**src/rtl/classifier_arbiter.sv**
```systemverilog
// rtl/classifier_arbiter.sv - round-robin arbiter and job sequencer for the shared classifier
// Optional job watchdog enabled by defining CLS_ARB_TIMEOUT_EN.
module classifier_arbiter #(
  parameter int NUM_REQ        = 2,
  parameter int TIMEOUT_CYCLES = 4096
) (
  input  logic               clk,
  input  logic               rst,
  input  logic [NUM_REQ-1:0] req,
  output logic [NUM_REQ-1:0] grant,
  output logic [NUM_REQ-1:0] rsp_valid,
  output logic [1:0]         rsp_class,
  output logic               rsp_err,
  output logic               busy,
  output logic               cls_start,
  input  logic               cls_ready,
  input  logic               cls_done,
  input  logic [1:0]         cls_class
);

  localparam int PTR_W = (NUM_REQ > 1) ? $clog2(NUM_REQ) : 1;

  if (NUM_REQ < 1 || NUM_REQ > 8) begin : g_bad_num_req
    $error("classifier_arbiter: NUM_REQ must be in 1..8");
  end
  if (TIMEOUT_CYCLES < 2) begin : g_bad_timeout
    $error("classifier_arbiter: TIMEOUT_CYCLES must be at least 2");
  end

  typedef enum logic [1:0] {
    IDLE = 2'd0,
    RUN  = 2'd1,
    RESP = 2'd2
  } state_t;

  state_t             state_q, state_d;
  logic [PTR_W-1:0]   ptr_q, ptr_d;
  logic [PTR_W-1:0]   winner_q, winner_d;
  logic [NUM_REQ-1:0] grant_q, grant_d;
  logic [NUM_REQ-1:0] rsp_valid_q, rsp_valid_d;
  logic [1:0]         rsp_class_q, rsp_class_d;
  logic               cls_start_q, cls_start_d;
  logic               busy_q, busy_d;
  logic               timeout;

  logic [PTR_W-1:0]   pick;
  logic               found;
  logic [NUM_REQ-1:0] req_sh;
  int                 idx;

`ifdef CLS_ARB_TIMEOUT_EN
  localparam int CNT_W = $clog2(TIMEOUT_CYCLES + 1);
  logic [CNT_W-1:0] cnt_q, cnt_d;
  logic             rsp_err_q, rsp_err_d;
  assign timeout = (cnt_q == CNT_W'(TIMEOUT_CYCLES - 1));
`else
  assign timeout = 1'b0;
`endif

  // Search upward from ptr with explicit wrap, since NUM_REQ need not be a power of two.
  always_comb begin
    found  = 1'b0;
    pick   = '0;
    idx    = 0;
    req_sh = '0;
    for (int i = 0; i < NUM_REQ; i++) begin
      idx = int'(ptr_q) + i;
      if (idx >= NUM_REQ) begin
        idx = idx - NUM_REQ;
      end
      req_sh = req >> idx;
      if (!found && req_sh[0]) begin
        found = 1'b1;
        pick  = PTR_W'(idx);
      end
    end
  end

  always_comb begin
    state_d     = state_q;
    ptr_d       = ptr_q;
    winner_d    = winner_q;
    grant_d     = grant_q;
    rsp_valid_d = '0;
    rsp_class_d = rsp_class_q;
    cls_start_d = cls_start_q;
`ifdef CLS_ARB_TIMEOUT_EN
    cnt_d       = cnt_q;
    rsp_err_d   = rsp_err_q;
`endif
    case (state_q)
      IDLE: begin
        if (found && cls_ready) begin
          state_d     = RUN;
          winner_d    = pick;
          grant_d     = NUM_REQ'(1) << pick;
          cls_start_d = 1'b1;
`ifdef CLS_ARB_TIMEOUT_EN
          cnt_d       = '0;
`endif
        end
      end
      RUN: begin
`ifdef CLS_ARB_TIMEOUT_EN
        if (cnt_q != CNT_W'(TIMEOUT_CYCLES)) begin
          cnt_d = cnt_q + CNT_W'(1);
        end
`endif
        // A done arriving on the timeout cycle still counts as a good result.
        if (cls_done) begin
          state_d     = RESP;
          rsp_valid_d = grant_q;
          rsp_class_d = cls_class;
          cls_start_d = 1'b0;
`ifdef CLS_ARB_TIMEOUT_EN
          rsp_err_d   = 1'b0;
`endif
        end else if (timeout) begin
          state_d     = RESP;
          rsp_valid_d = grant_q;
          rsp_class_d = 2'd0;
          cls_start_d = 1'b0;
`ifdef CLS_ARB_TIMEOUT_EN
          rsp_err_d   = 1'b1;
`endif
        end
      end
      RESP: begin
        state_d     = IDLE;
        grant_d     = '0;
        rsp_class_d = 2'd0;
`ifdef CLS_ARB_TIMEOUT_EN
        rsp_err_d   = 1'b0;
`endif
        if (winner_q == PTR_W'(NUM_REQ - 1)) begin
          ptr_d = '0;
        end else begin
          ptr_d = winner_q + PTR_W'(1);
        end
      end
      default: begin
        state_d = IDLE;
      end
    endcase
    busy_d = (state_d != IDLE);
  end

  always_ff @(posedge clk) begin
    if (rst) begin
      state_q     <= IDLE;
      ptr_q       <= '0;
      winner_q    <= '0;
      grant_q     <= '0;
      rsp_valid_q <= '0;
      rsp_class_q <= 2'd0;
      cls_start_q <= 1'b0;
      busy_q      <= 1'b0;
`ifdef CLS_ARB_TIMEOUT_EN
      cnt_q       <= '0;
      rsp_err_q   <= 1'b0;
`endif
    end else begin
      state_q     <= state_d;
      ptr_q       <= ptr_d;
      winner_q    <= winner_d;
      grant_q     <= grant_d;
      rsp_valid_q <= rsp_valid_d;
      rsp_class_q <= rsp_class_d;
      cls_start_q <= cls_start_d;
      busy_q      <= busy_d;
`ifdef CLS_ARB_TIMEOUT_EN
      cnt_q       <= cnt_d;
      rsp_err_q   <= rsp_err_d;
`endif
    end
  end

  assign grant     = grant_q;
  assign rsp_valid = rsp_valid_q;
  assign rsp_class = rsp_class_q;
  assign busy      = busy_q;
  assign cls_start = cls_start_q;
`ifdef CLS_ARB_TIMEOUT_EN
  assign rsp_err   = rsp_err_q;
`else
  assign rsp_err   = 1'b0;
`endif

endmodule

```
**config.mk**
```make
export PLATFORM = sky130hd
export DESIGN_NAME = classifier_arbiter
export DESIGN_NICKNAME = d
export VERILOG_FILES = /design/src/rtl/classifier_arbiter.sv
export SDC_FILE = /design/constraint.sdc
export NUM_CORES = 1
export LEC_CHECK = 0
export BUFFER_PORTS_ARGS = -buffer_cell sky130_fd_sc_hd__buf_2
export CORE_AREA = 2 2 39 41
export DETAILED_ROUTE_END_ITERATION = 12
export DIE_AREA = 0 0 41 43
export HOLD_SLACK_MARGIN = 0.02
export PLACE_DENSITY = 0.66
export SETUP_SLACK_MARGIN = 0.1
export SKIP_LAST_GASP = 1
export SLEW_MARGIN = 20
export SYNTH_ARGS = -nofsm -noshare
export SYNTH_HDL_FRONTEND = slang
export SYNTH_SLANG_ARGS = --single-unit
```
**constraint.sdc**
```tcl
create_clock -name clk -period 1.16 [get_ports clk]
set_input_delay 0.058 -clock clk [delete_from_list [all_inputs] [get_ports clk]]
set_output_delay 0.058 -clock clk [all_outputs]
set_load 0.05 [all_outputs]
```
* Word-level counts from Yosys, hierarchy flattened
Index checks and enable logic that the tools add are counted.
** Cells by class
- $lt $le $gt $ge :: 2
- Bitwise logic cells :: 2
- Reduce and logical (&&, ||, !) cells :: 13
- Shift-type cells :: 3
- Eq/ne operators :: 4
- Mux-type cells :: 17
- Add/subtract/negate cells :: 4
** Operator list (count)
- two-way mux 32 bit :: 2
- >> shifter 2 x 32 -> 1 bit :: 2
- one-hot mux 2 bit (2 select lines) :: 3
- two-way mux 2 bit :: 4
- nonzero test 2 bit :: 4
- two-way mux 1 bit :: 7
- AND reduction 2 bit :: 3
- != test 2 bit, second input constant :: 2
- AND reduction 3 bit :: 1
- OR reduction 3 bit :: 1
- subtractor 1 x 2 -> 3 bit, second input constant :: 1
- subtractor 2 x 2 -> 3 bit, second input constant :: 1
- adder 1 x 1 -> 2 bit, second input constant :: 1
- == test 2 x 1 -> 1 bit, second input constant :: 1
- == test 2 bit, second input constant :: 1
- >= comparator 1 x 2 -> 1 bit, second input constant :: 1
- >= comparator 2 bit, second input constant :: 1
- logical AND 1 bit :: 2
- logical NOT 2 bit :: 1
- NOT 1 bit :: 2
- one-hot mux 1 bit (2 select lines) :: 1
- left shift 1 x 1 -> 2 bit, first input constant :: 1
- adder 1 bit, second input constant :: 1
- logical NOT 1 bit :: 1
** Storage, ports and cells
- Register bits after elaboration :: 12
- Logic and storage cells :: 53
- Output and inout port bits :: 9

* Logic depth before layout (Yosys ltp)
Gate-level depths: netlist (run 1).
- Word-level depth :: 11
- Depth in mapped cells :: 4

* Least setup slack after synthesis (run 1)
OpenSTA, ideal clock, no wires.
- Path kind :: register -> register
- From :: reg state_q[0]
- To :: reg grant_q[0], in the netlist grant[0]
- Arrival :: 1.177 ns
- Stages on the path, launching flop included :: 5
- Setup time :: 0.060 ns
- Period minus slack after synthesis :: 1.237 ns
- Required time :: 1.100 ns
- Setup slack :: -0.077 ns
- Cell sequence :: dfxtp_1 -> buf_6 -> or3b_4 -> a2111oi_4 -> a41o_1
** Between the ends
- Longest elaborated chain between the ends :: 3
- Elaborated cells between the ends (all ways) :: 6
** Ends and longest elaborated chain
- start: declaration :: line 36 : state_t state_q, state_d;
- start signal: assignment :: line 163 : state_q <= state_d;
- == test 2 bit / logical NOT 2 bit (equally long branches) :: line 91 : case (state_q)
- nonzero test 2 bit (no source line) / != test 2 bit (equally long branches)
- AND reduction 2 bit (no source line)
- end signal: assignment :: line 166 : grant_q <= grant_d;
- end: declaration :: line 39 : logic [NUM_REQ-1:0] grant_q, grant_d;
Parallel ways exist; a longest one is shown, timed or not.
A chain may end at the register's enable or synchronous reset.

* Worst setup path in the final report (run 1)
- From :: reg state_q[1]
- To :: reg grant_q[0], in the netlist grant[0]
Same word-level chain as after synthesis.

==> metrics.csv, run 1 <==
metric;value;unit
status;finished, final reports clean;
Vias/cell;4.864;
worst-path maximum fanout;6;
Largest delay share family, worst path;simple AND/OR/NAND/NOR gates;
IO Pins;17;
clock slew seen by the registers of the worst setup and hold paths;0.07;ns
total number of vias;428;
final WL;964;um
antenna-violating nets left;0;
sequential-to-total area share from yosys stat;0.4694;
cts bufs inserted;3;
total power;0.0008578;W
Max-Cap Viols;0;
Worst Setup End Kind;flop;
period utilization;0.9803;
area grow syn2layout;29.10;%
grt total ovfl;0;
die area;1763;um2
syn nets;62;
setup tns final;0;ns
postcts setup bufs;0;
distinct cell type count after synthesis;23;
DR iter-0 viols;9;
Final Non-Filler Cells;88;
site row count;14;
Worst Path Arrival;1.34;ns
Core ar.;1384;um2
residual DRC count;0;
Total GRT Usage;0.1390;
hpwl dp;718.2;um
diodes inserted;0;
max-slew violations;0;
leakage;0.2925;nW
clk root buf;clkbuf_4;
# setup viols final;0;
critical path buffer and inverter count;0;
synthesized flop and latch total;12;
critical path type;flop to flop;
CTS tree;built;
RSZ-0062 raised after global routing;true;
I/O Buffers;15;
final worst slack;0.02287;ns
Max Fclk;879.4;MHz
Mapped Area;511.7;um2
largest net degree at the start of global routing;10;
GRT met3 Usage;0.03141;
gpl congestion;0.7160;
critical path's slowest cell;or3b_4;
layout cells sized above 1;0.4583;
pre-CTS WS;0.01818;ns
worst vdd ir;0.4798;mV
Final Skew;0.004840;ns
vias in the first global route;390;
antenna violations before repair;0;
GRT met2 Usage;0.1906;
Skew-Pair Late Insertion Delay;0.26;ns
CP Launch Type;flop;
Post-Synthesis Cells;54;
CTS Sinks;12;
slowest stage delay, CP;0.42;ns
Avg Cell Area, Syn;9.477;um2
Power Density;1298;nW/um2
Final Hold Viols;0;
Max clock buf depth;2;
H-tree levels;1;
Hold Path Class;input pin to flop;
WL/cell;10.95;um
yosys warns;0;
GR peak layer;met2;
Tmin final;1.137;ns
dpl cells;85;
die width;41;um
WP data required;1.37;ns
CP Cell Sequence;or3b_4 -> a2111oi_4 -> a41o_1;
Die H;43;um
initial core utilization;0.3698;
drt pass-1 iters;4;
first-pass GRT wire length;1.587;mm
Nets;82;
met1 usage;0.1623;
-- sequential cells by signal, indices dropped and copies added, names as in the netlist --
signal and flops:
busy 1, ptr_q 1, rsp_class 2, grant 2, state_q 2, cls_start 1
winner_q 1, rsp_valid 2
-- worst reg2reg max path: stages (launching register included) --
cell and delay (ns):
dfxtp_2 0.35, or3b_4 0.42, a2111oi_4 0.19, a41o_1 0.12
-- through the flow --
stage            util  hold WS, ns  instance area (um2)
2_1_floorplan       -       0.2503                518.0
3_3_place_gp   0.4403       0.3506                609.3
3_5_place_dp   0.4403       0.3595                609.3
4_1_cts        0.4675      0.07775                646.9
5_1_grt        0.4774      0.09881                660.6
6_report       0.4774      0.08672                660.6
-- cell families (layout without fill, tap and decap cells) --
kind of cell    after synthesis  count (layout)  synth area share
simple gates                 17              17            0.2005
compound gates               17              17            0.2421
flops                        12              12            0.4694
other cells                   1               1          0.007328
buf+inv                       7              25           0.08067
-- worst paths after layout --
path | cells after the start | start | slack (ns) | endpoint
worst min register to register | 2 | winner_q$_SDFFE_PP0P_ | 0.47 | winner_q$_SDFFE_PP0P_
worst max register to register | 3 | state_q[1]$_SDFF_PP0_ | 0.02 | grant[0]$_SDFFE_PP0P_
worst min-delay path | 3 | cls_class[0] | 0.09 | rsp_class[0]$_SDFFE_PP0P_
worst max-delay path | 3 | state_q[1]$_SDFF_PP0_ | 0.02 | grant[0]$_SDFFE_PP0P_
-- power by group --
| group | switching [W] | internal, W |
|---|---|---|
| clock network | 0.000122 | 0.000120 |
| registers | 0.0000144 | 0.000432 |
| logic | 0.000109 | 0.0000600 |
| total | 0.000246 | 0.000612 |
-- cell type report --
type / count / area [um2]
fillers: 136 / 723.2
multi-input cells: 35 / 254.0
flip-flops and latches: 12 / 247.7
repair buffers: 19 / 105.1
clock buffers: 3 / 22.52
well taps: 16 / 20.02
inverters: 3 / 11.26
-- synth_stat cells --
master     count  area, um2
o21ai_0        4      20.02
a2111oi_4      1      27.53
nor3b_1        4      30.03
conb_1         1      3.750
buf_4          2      15.01
o211ai_1       2      15.01
or2b_1         1      7.510
buf_6          1      11.26
and2_1         2      12.51
o2111ai_1      1      8.760
nand2b_1       1      6.260
inv_1          3      11.26
or3b_4         1      11.26
a41o_1         1      10.01
nor2_1         3      11.26
nand3_1        1      5.000
nand2_1        2      7.510
nor2b_1        1      6.260
dfxtp_1       12      240.2
a21oi_1        6      30.03
a31oi_1        2      12.51
nor3_1         1      5.000
clkbuf_1       1      3.750
-- per-layer routing --
layer	vias up	routed length, um
met1	187	435
met3	2	58
met4	0	22
li1	226	-
met2	13	447
met5	-	0
-- cell usage in the layout (no fill, tap or decap), types with 3 or more instances in the layout --
cell / count
dfxtp_2: 3
clkbuf_4: 3
dfxtp_1: 8
buf_4: 4
buf_2: 15
a21oi_1: 6
inv_1: 3
nor3b_1: 3
-- timing repair --
action | in CTS | in global routing
hold buffers | 0 | 0
pin swaps | 0 | 2
gates resized for setup | 6 | 4
setup endpoints to repair | 10 | 8
Power figures use the tool's default switching activity.
==> inputs of run 2 (changes only) <==
--- a/config.mk
+++ b/config.mk
@@ -10,7 +10,7 @@
 export DETAILED_ROUTE_END_ITERATION = 12
 export DIE_AREA = 0 0 41 43
 export HOLD_SLACK_MARGIN = 0.02
-export PLACE_DENSITY = 0.66
+export PLACE_DENSITY = 0.74
 export SETUP_SLACK_MARGIN = 0.1
 export SKIP_LAST_GASP = 1
 export SLEW_MARGIN = 20
==> run 2 against run 1 <==
Net effect:
- cell count rose by 2.3%
- power increased by 9.1%
- combinational power barely moved
- flip-flop and latch count unchanged
- global-route usage decreased by 0.30 points
- sequential power about the same
- setup slack better by 0.0038 ns
- clock-buffer cell count up 1
- register-to-register slack is essentially flat
- non-clock buffer count increased by 1
- largest cell class is now sequential cells
- highest routed layer unchanged
==> metrics.csv, run 2 (synthesis results as in run 1) <==
metric;value;unit
CTS tree;built;
Worst Setup End Kind;flop;
worst vdd ir;0.6318;mV
Skew-Pair Late Insertion Delay;0.27;ns
Total GRT Usage;0.1360;
critical path buffer and inverter count;0;
Core ar.;1384;um2
IO Pins;17;
worst-path maximum fanout;5;
Worst Hold Endpoint;rsp_class[0]$_SDFFE_PP0P_;
Final Skew;0.0003846;ns
postcts setup bufs;0;
final WL;991;um
Nets;83;
Vias/cell;4.967;
residual DRC count;0;
diodes inserted;0;
drt pass-1 iters;1;
Power Density;1388;nW/um2
slowest stage delay, CP;0.42;ns
fin util;0.4873;
reg-to-reg startpoint;state_q[1]$_SDFF_PP0_;
Tmin final;1.133;ns
initial core utilization;0.3698;
clock slew seen by the registers of the worst setup and hold paths;0.07;ns
die width;41;um
Max-Cap Viols;0;
area grow syn2layout;31.78;%
first-pass GRT wire length;1.559;mm
hpwl dp;750.3;um
Max Fclk;882.4;MHz
site row count;14;
layout cells sized above 1;0.4595;
I/O Buffers;15;
Worst Path Arrival;1.35;ns
Hold Path Cell Cnt;3;
pre-CTS WS;0.02753;ns
commonest non-fill, non-tap cells in the layout;buf_2, dfxtp_1, a21oi_1, buf_4;
antenna violations before repair;0;
Hold Crit Start;cls_class[0];
reg2reg setup slack;0.03;ns
CTS Sinks;12;
Max clock buf depth;2;
status;finished, final reports clean;
critical path's slowest cell;or3b_4;
WL/cell;11.01;um
DR iter-0 viols;0;
hold slack;0.09215;ns
# setup viols final;0;
commonest non-fill, non-tap cell in the layout;buf_2;
final worst slack;0.02667;ns
leakage;0.3034;nW
WP data required;1.37;ns
CP Cell Sequence;or3b_4 -> a2111oi_4 -> a41o_1;
max-slew violations;0;
antenna-violating nets left;0;
total number of vias;447;
H-tree levels;1;
r2r endpoint;grant[0]$_SDFFE_PP0P_;
Largest delay share family, worst path;simple AND/OR/NAND/NOR gates;
total power;0.0009362;W
die area;1763;um2
clk root buf;clkbuf_4;
Hold Path Class;input pin to flop;
largest net degree at the start of global routing;10;
period utilization;0.9770;
cts bufs inserted;3;
RSZ-0062 raised after global routing;true;
worst reg2reg path depth;3;
grt total ovfl;0;
Final Hold Viols;0;
Die H;43;um
CP Launch Type;flop;
gpl congestion;0.7645;
vias in the first global route;416;
number of fill cells;127;
critical path type;flop to flop;
run 2: worst max-delay path by stage:
| stage | cells past startpoint | start | to |
|---|---|---|---|
| 3_3_place_gp | 3 | state_q[1]$_SDFF_PP0_ | grant[0]$_SDFFE_PP0P_ |
| 5_1_grt | 3 | state_q[1]$_SDFF_PP0_ | grant[0]$_SDFFE_PP0P_ |
| 3_5_place_dp | 3 | state_q[1]$_SDFF_PP0_ | grant[0]$_SDFFE_PP0P_ |
| 6_report | 3 | state_q[1]$_SDFF_PP0_ | grant[0]$_SDFFE_PP0P_ |
| 4_1_cts | 3 | state_q[1]$_SDFF_PP0_ | grant[0]$_SDFFE_PP0P_ |
| 2_1_floorplan | 4 | state_q[1]$_SDFF_PP0_ | grant[0]$_SDFFE_PP0P_ |
run 2: metal layers:
metal | wire [um] | part of all wire | global-route usage
met3 | 41 | 0.041 | 0.03141
met4 | 14 | 0.014 | 0.1467
met1 | 441 | 0.45 | 0.1331
met5 | 0 | 0 | 0
met2 | 493 | 0.50 | 0.2063
run 2: power breakdown:
part | switching [W] | internal [W]
Sequential | 0.0000138 | 0.000432
Clock | 0.000132 | 0.000191
Combinational | 0.000110 | 0.0000587
run 2: final cells by class:
type	count	area, um2	area share
flip-flops and latches	12	247.7	0.3673
multi-input cells	35	246.5	0.3655
repair buffers	20	112.6	0.1670
clock buffers	4	36.28	0.05380
well taps	16	20.02	0.02968
inverters	3	11.26	0.01670
run 2: worst min-delay path: cells and delay by family:
kind | cells | cell delay [ns]
buffers and inverters | 1 | 0.07
AO/OA/AOI/OAI | 2 | 0.19
run 2: metrics by stage:
stage	TNS [ns]	cells	area [um2]
2_1_floorplan	0	54	518.0
3_3_place_gp	0	86	616.8
3_5_place_dp	0	86	616.8
4_1_cts	0	90	663.1
5_1_grt	-0.04226	90	674.4
6_report	0	90	674.4
run 2: what timing repair did:
item,in CTS,in global routing
setup endpoints to repair,10,10
pin swaps,0,2
hold buffers,0,0
gates resized for setup,5,3
==> inputs of run 3 (changes only) <==
--- a/config.mk
+++ b/config.mk
@@ -5,12 +5,13 @@
 export SDC_FILE = /design/constraint.sdc
 export NUM_CORES = 1
 export LEC_CHECK = 0
+export ABC_AREA = 1
 export BUFFER_PORTS_ARGS = -buffer_cell sky130_fd_sc_hd__buf_2
 export CORE_AREA = 2 2 39 41
 export DETAILED_ROUTE_END_ITERATION = 12
 export DIE_AREA = 0 0 41 43
 export HOLD_SLACK_MARGIN = 0.02
-export PLACE_DENSITY = 0.74
+export PLACE_DENSITY = 0.72
 export SETUP_SLACK_MARGIN = 0.1
 export SKIP_LAST_GASP = 1
 export SLEW_MARGIN = 20
==> run 3 against run 2 <==
Net effect:
- die area stayed put
- power is 6.3% lower
- critical path type is now input pin to flop
- cell area is 4.3% lower
- fmax is 18% higher
- critical path depth is 4 higher
- setup slack better by 0.17 ns
- cell count is 10% higher
- sequential power is 0.9% higher
- first-iteration DRC count is 6 higher
- synthesized cell count is 17% higher
- highest routed layer unchanged
- clock skew hardly changed
- hold slack better by 0.022 ns
==> metrics.csv, run 3 <==
metric;value;unit
Synth Area in Simple Gates;0.2832;
commonest non-fill, non-tap cells in the layout;buf_2, nand2_1, dfxtp_1, inv_1;
WP data required;1.36;ns
residual DRC count;0;
Max Fclk;1043;MHz
top sig layer;met4;
max-slew violations;0;
sw frac;0.3026;
CP Launch Type;input pin;
Vias/cell;4.535;
met3 WL;73;um
Mapped Area;490.5;um2
Final Hold Viols;0;
critical path type;input pin to flop;
RSZ-0062 raised after global routing;false;
CTS Sinks;12;
distinct cell type count after synthesis;15;
Synth area leaders;dfxtp_1, nand2_1, inv_1, nor2_1, nand3_1;
largest family of logic cells by synthesized area;simple AND/OR/NAND/NOR gates;
Nets;93;
syn nets;71;
yosys warns;0;
Hold Path Class;input pin to flop;
antenna violations before repair;0;
Synth Area in Compound Gates;0.09694;
largest net degree at the start of global routing;7;
WL/cell;9.263;um
first-pass GRT wire length;1.669;mm
dpl cells;93;
WL met2;419;um
hpwl dp;726.3;um
Core ar.;1384;um2
area grow syn2layout;31.63;%
leakage;0.3203;nW
cts bufs inserted;3;
Int Power;0.0006114;W
final WL;917;um
total number of vias;449;
XOR/XNOR Fraction of Synth Area;0;
Metal-1 WL;386;um
Max clock buf depth;2;
gpl congestion;0.7460;
die width;41;um
Max-Cap Viols;0;
diodes inserted;0;
setup tns final;0;ns
combinational share of power;0.206;
layout cells sized above 1;0.3976;
site row count;14;
Worst Path Arrival;1.16;ns
Worst Setup End Kind;flop;
Die H;43;um
die area;1763;um2
clk root buf;clkbuf_4;
Synth Flop Type;dfxtp_1;
clock slew seen by the registers of the worst setup and hold paths;0.07;ns
sequential-to-total area share from yosys stat;0.4898;
vias in the first global route;421;
Post-Synthesis Cells;63;
status;finished, final reports clean;
Clk pwr share;0.280;
worst vdd ir;0.5927;mV
period utilization;0.8268;
I/O Buffers;15;
worst-path maximum fanout;5;
count leader, synth;dfxtp_1;
Post-synth EDFFs;0;
drt pass-1 iters;4;
DR iter-0 viols;6;
Synth top area share;0.4898;
Total GRT Usage;0.1452;
Reg power frac;0.513;
Avg Cell Area, Syn;7.785;um2
initial core utilization;0.3544;
Skew-Pair Late Insertion Delay;0.27;ns
Psw;0.0002653;W
Post-Synth Adder-Cell Area;0;
H-tree levels;1;
Power Density;1358;nW/um2
IO Pins;17;
antenna-violating nets left;0;
mux contribution to synthesized area;0;
commonest non-fill, non-tap cell in the layout;buf_2;
synthesized flop and latch total;12;
area leader, netlist;dfxtp_1;
grt total ovfl;0;
Final Skew;0.0005776;ns
Final Non-Filler Cells;99;
Tmin final;0.9590;ns
ys async rst share;0;
# setup viols final;0;
CTS tree;built;
top cells by count, synth;dfxtp_1, nand2_1, inv_1, nor2_1, inv_2;
-- run 3: cell types whose count changed after synthesis, sizes merged, moves of 2 or more --
cell | before | now
inv | 3 | 14
nand2 | 2 | 12
nor2 | 3 | 9
nand3 | 1 | 5
nor3b | 4 | 0
a21oi | 6 | 3
a31oi | 2 | 0
and2 | 2 | 0
buf | 3 | 1
o211ai | 2 | 0
-- run 3: path summary, 6_finish.rpt --
kind	end	cells after the start	startpoint	slack, ns
min	rsp_valid[0]$_SDFF_PP0_	3	cls_done	0.11
max	rsp_class[1]$_SDFFE_PP0P_	7	rst	0.20
max reg2reg	busy$_SDFF_PP0_	5	state_q[0]$_SDFF_PP0_	0.22
min reg2reg	ptr_q$_SDFFE_PP0P_	1	winner_q$_SDFFE_PP0P_	0.44
-- run 3: stage by stage --
step | util | setup WS, ns | total power, W | cell area, um2 | hold slack (ns)
after floorplan | - | 0.1056 | 0.0005862 | 490.5 | 0.1271
after global placement | 0.4177 | 0.2153 | 0.0006254 | 578.1 | 0.2692
after detailed placement | 0.4177 | 0.2149 | 0.0006293 | 578.1 | 0.2663
after CTS | 0.4557 | 0.1218 | 0.0008827 | 630.6 | 0.1026
after global routing | 0.4665 | 0.1293 | 0.0009333 | 645.6 | 0.1224
final | 0.4665 | 0.2010 | 0.0008768 | 645.6 | 0.1145
-- run 3: kinds of logic (layout without fill, tap and decap cells) --
logic type,Yosys count,count (layout)
flops,12,12
other cells,1,1
buf+inv,15,35
simple gates,27,27
compound gates,8,8
-- run 3: power by group through the flow --
stage	Clock (W)	Combinational, W	Sequential, W
floorplan	0	0.0000768	0.000509
global placement	0	0.000169	0.000457
detailed placement	0	0.000171	0.000458
CTS	0.000255	0.000179	0.000448
global route	0.000280	0.000200	0.000454
finish	0.000246	0.000181	0.000450
-- run 3: worst max-delay path, stage by stage --
cell           delay, ns
dlygate4sd3_1       0.53
buf_2               0.15
inv_2               0.10
nand4_4             0.12
inv_2               0.09
nand2_1             0.04
o21ai_1             0.06
-- run 3: routing by layer --
| layer | vias up | global-route usage |
|---|---|---|
| li1 | 230 | - |
| met4 | 0 | 0.1200 |
| met1 | 194 | 0.1759 |
| met5 | - | 0 |
| met2 | 20 | 0.2063 |
| met3 | 5 | 0.03141 |
-- run 3: what timing repair did --
item                       in CTS  in global routing
hold buffers                    3                  0
hold endpoints to repair        4                  0
resized for setup               0                  4
setup endpoints to repair       0                  3
setup buffers                   0                  0
-- run 3: final cells by class --
class / instances / area, um2
fill: 143 / 738.2
multi-input combinational: 36 / 203.9
clock buffer: 3 / 22.52
timing repair buffer: 18 / 105.1
sequential: 12 / 241.5
inverter: 14 / 52.55
tap: 16 / 20.02
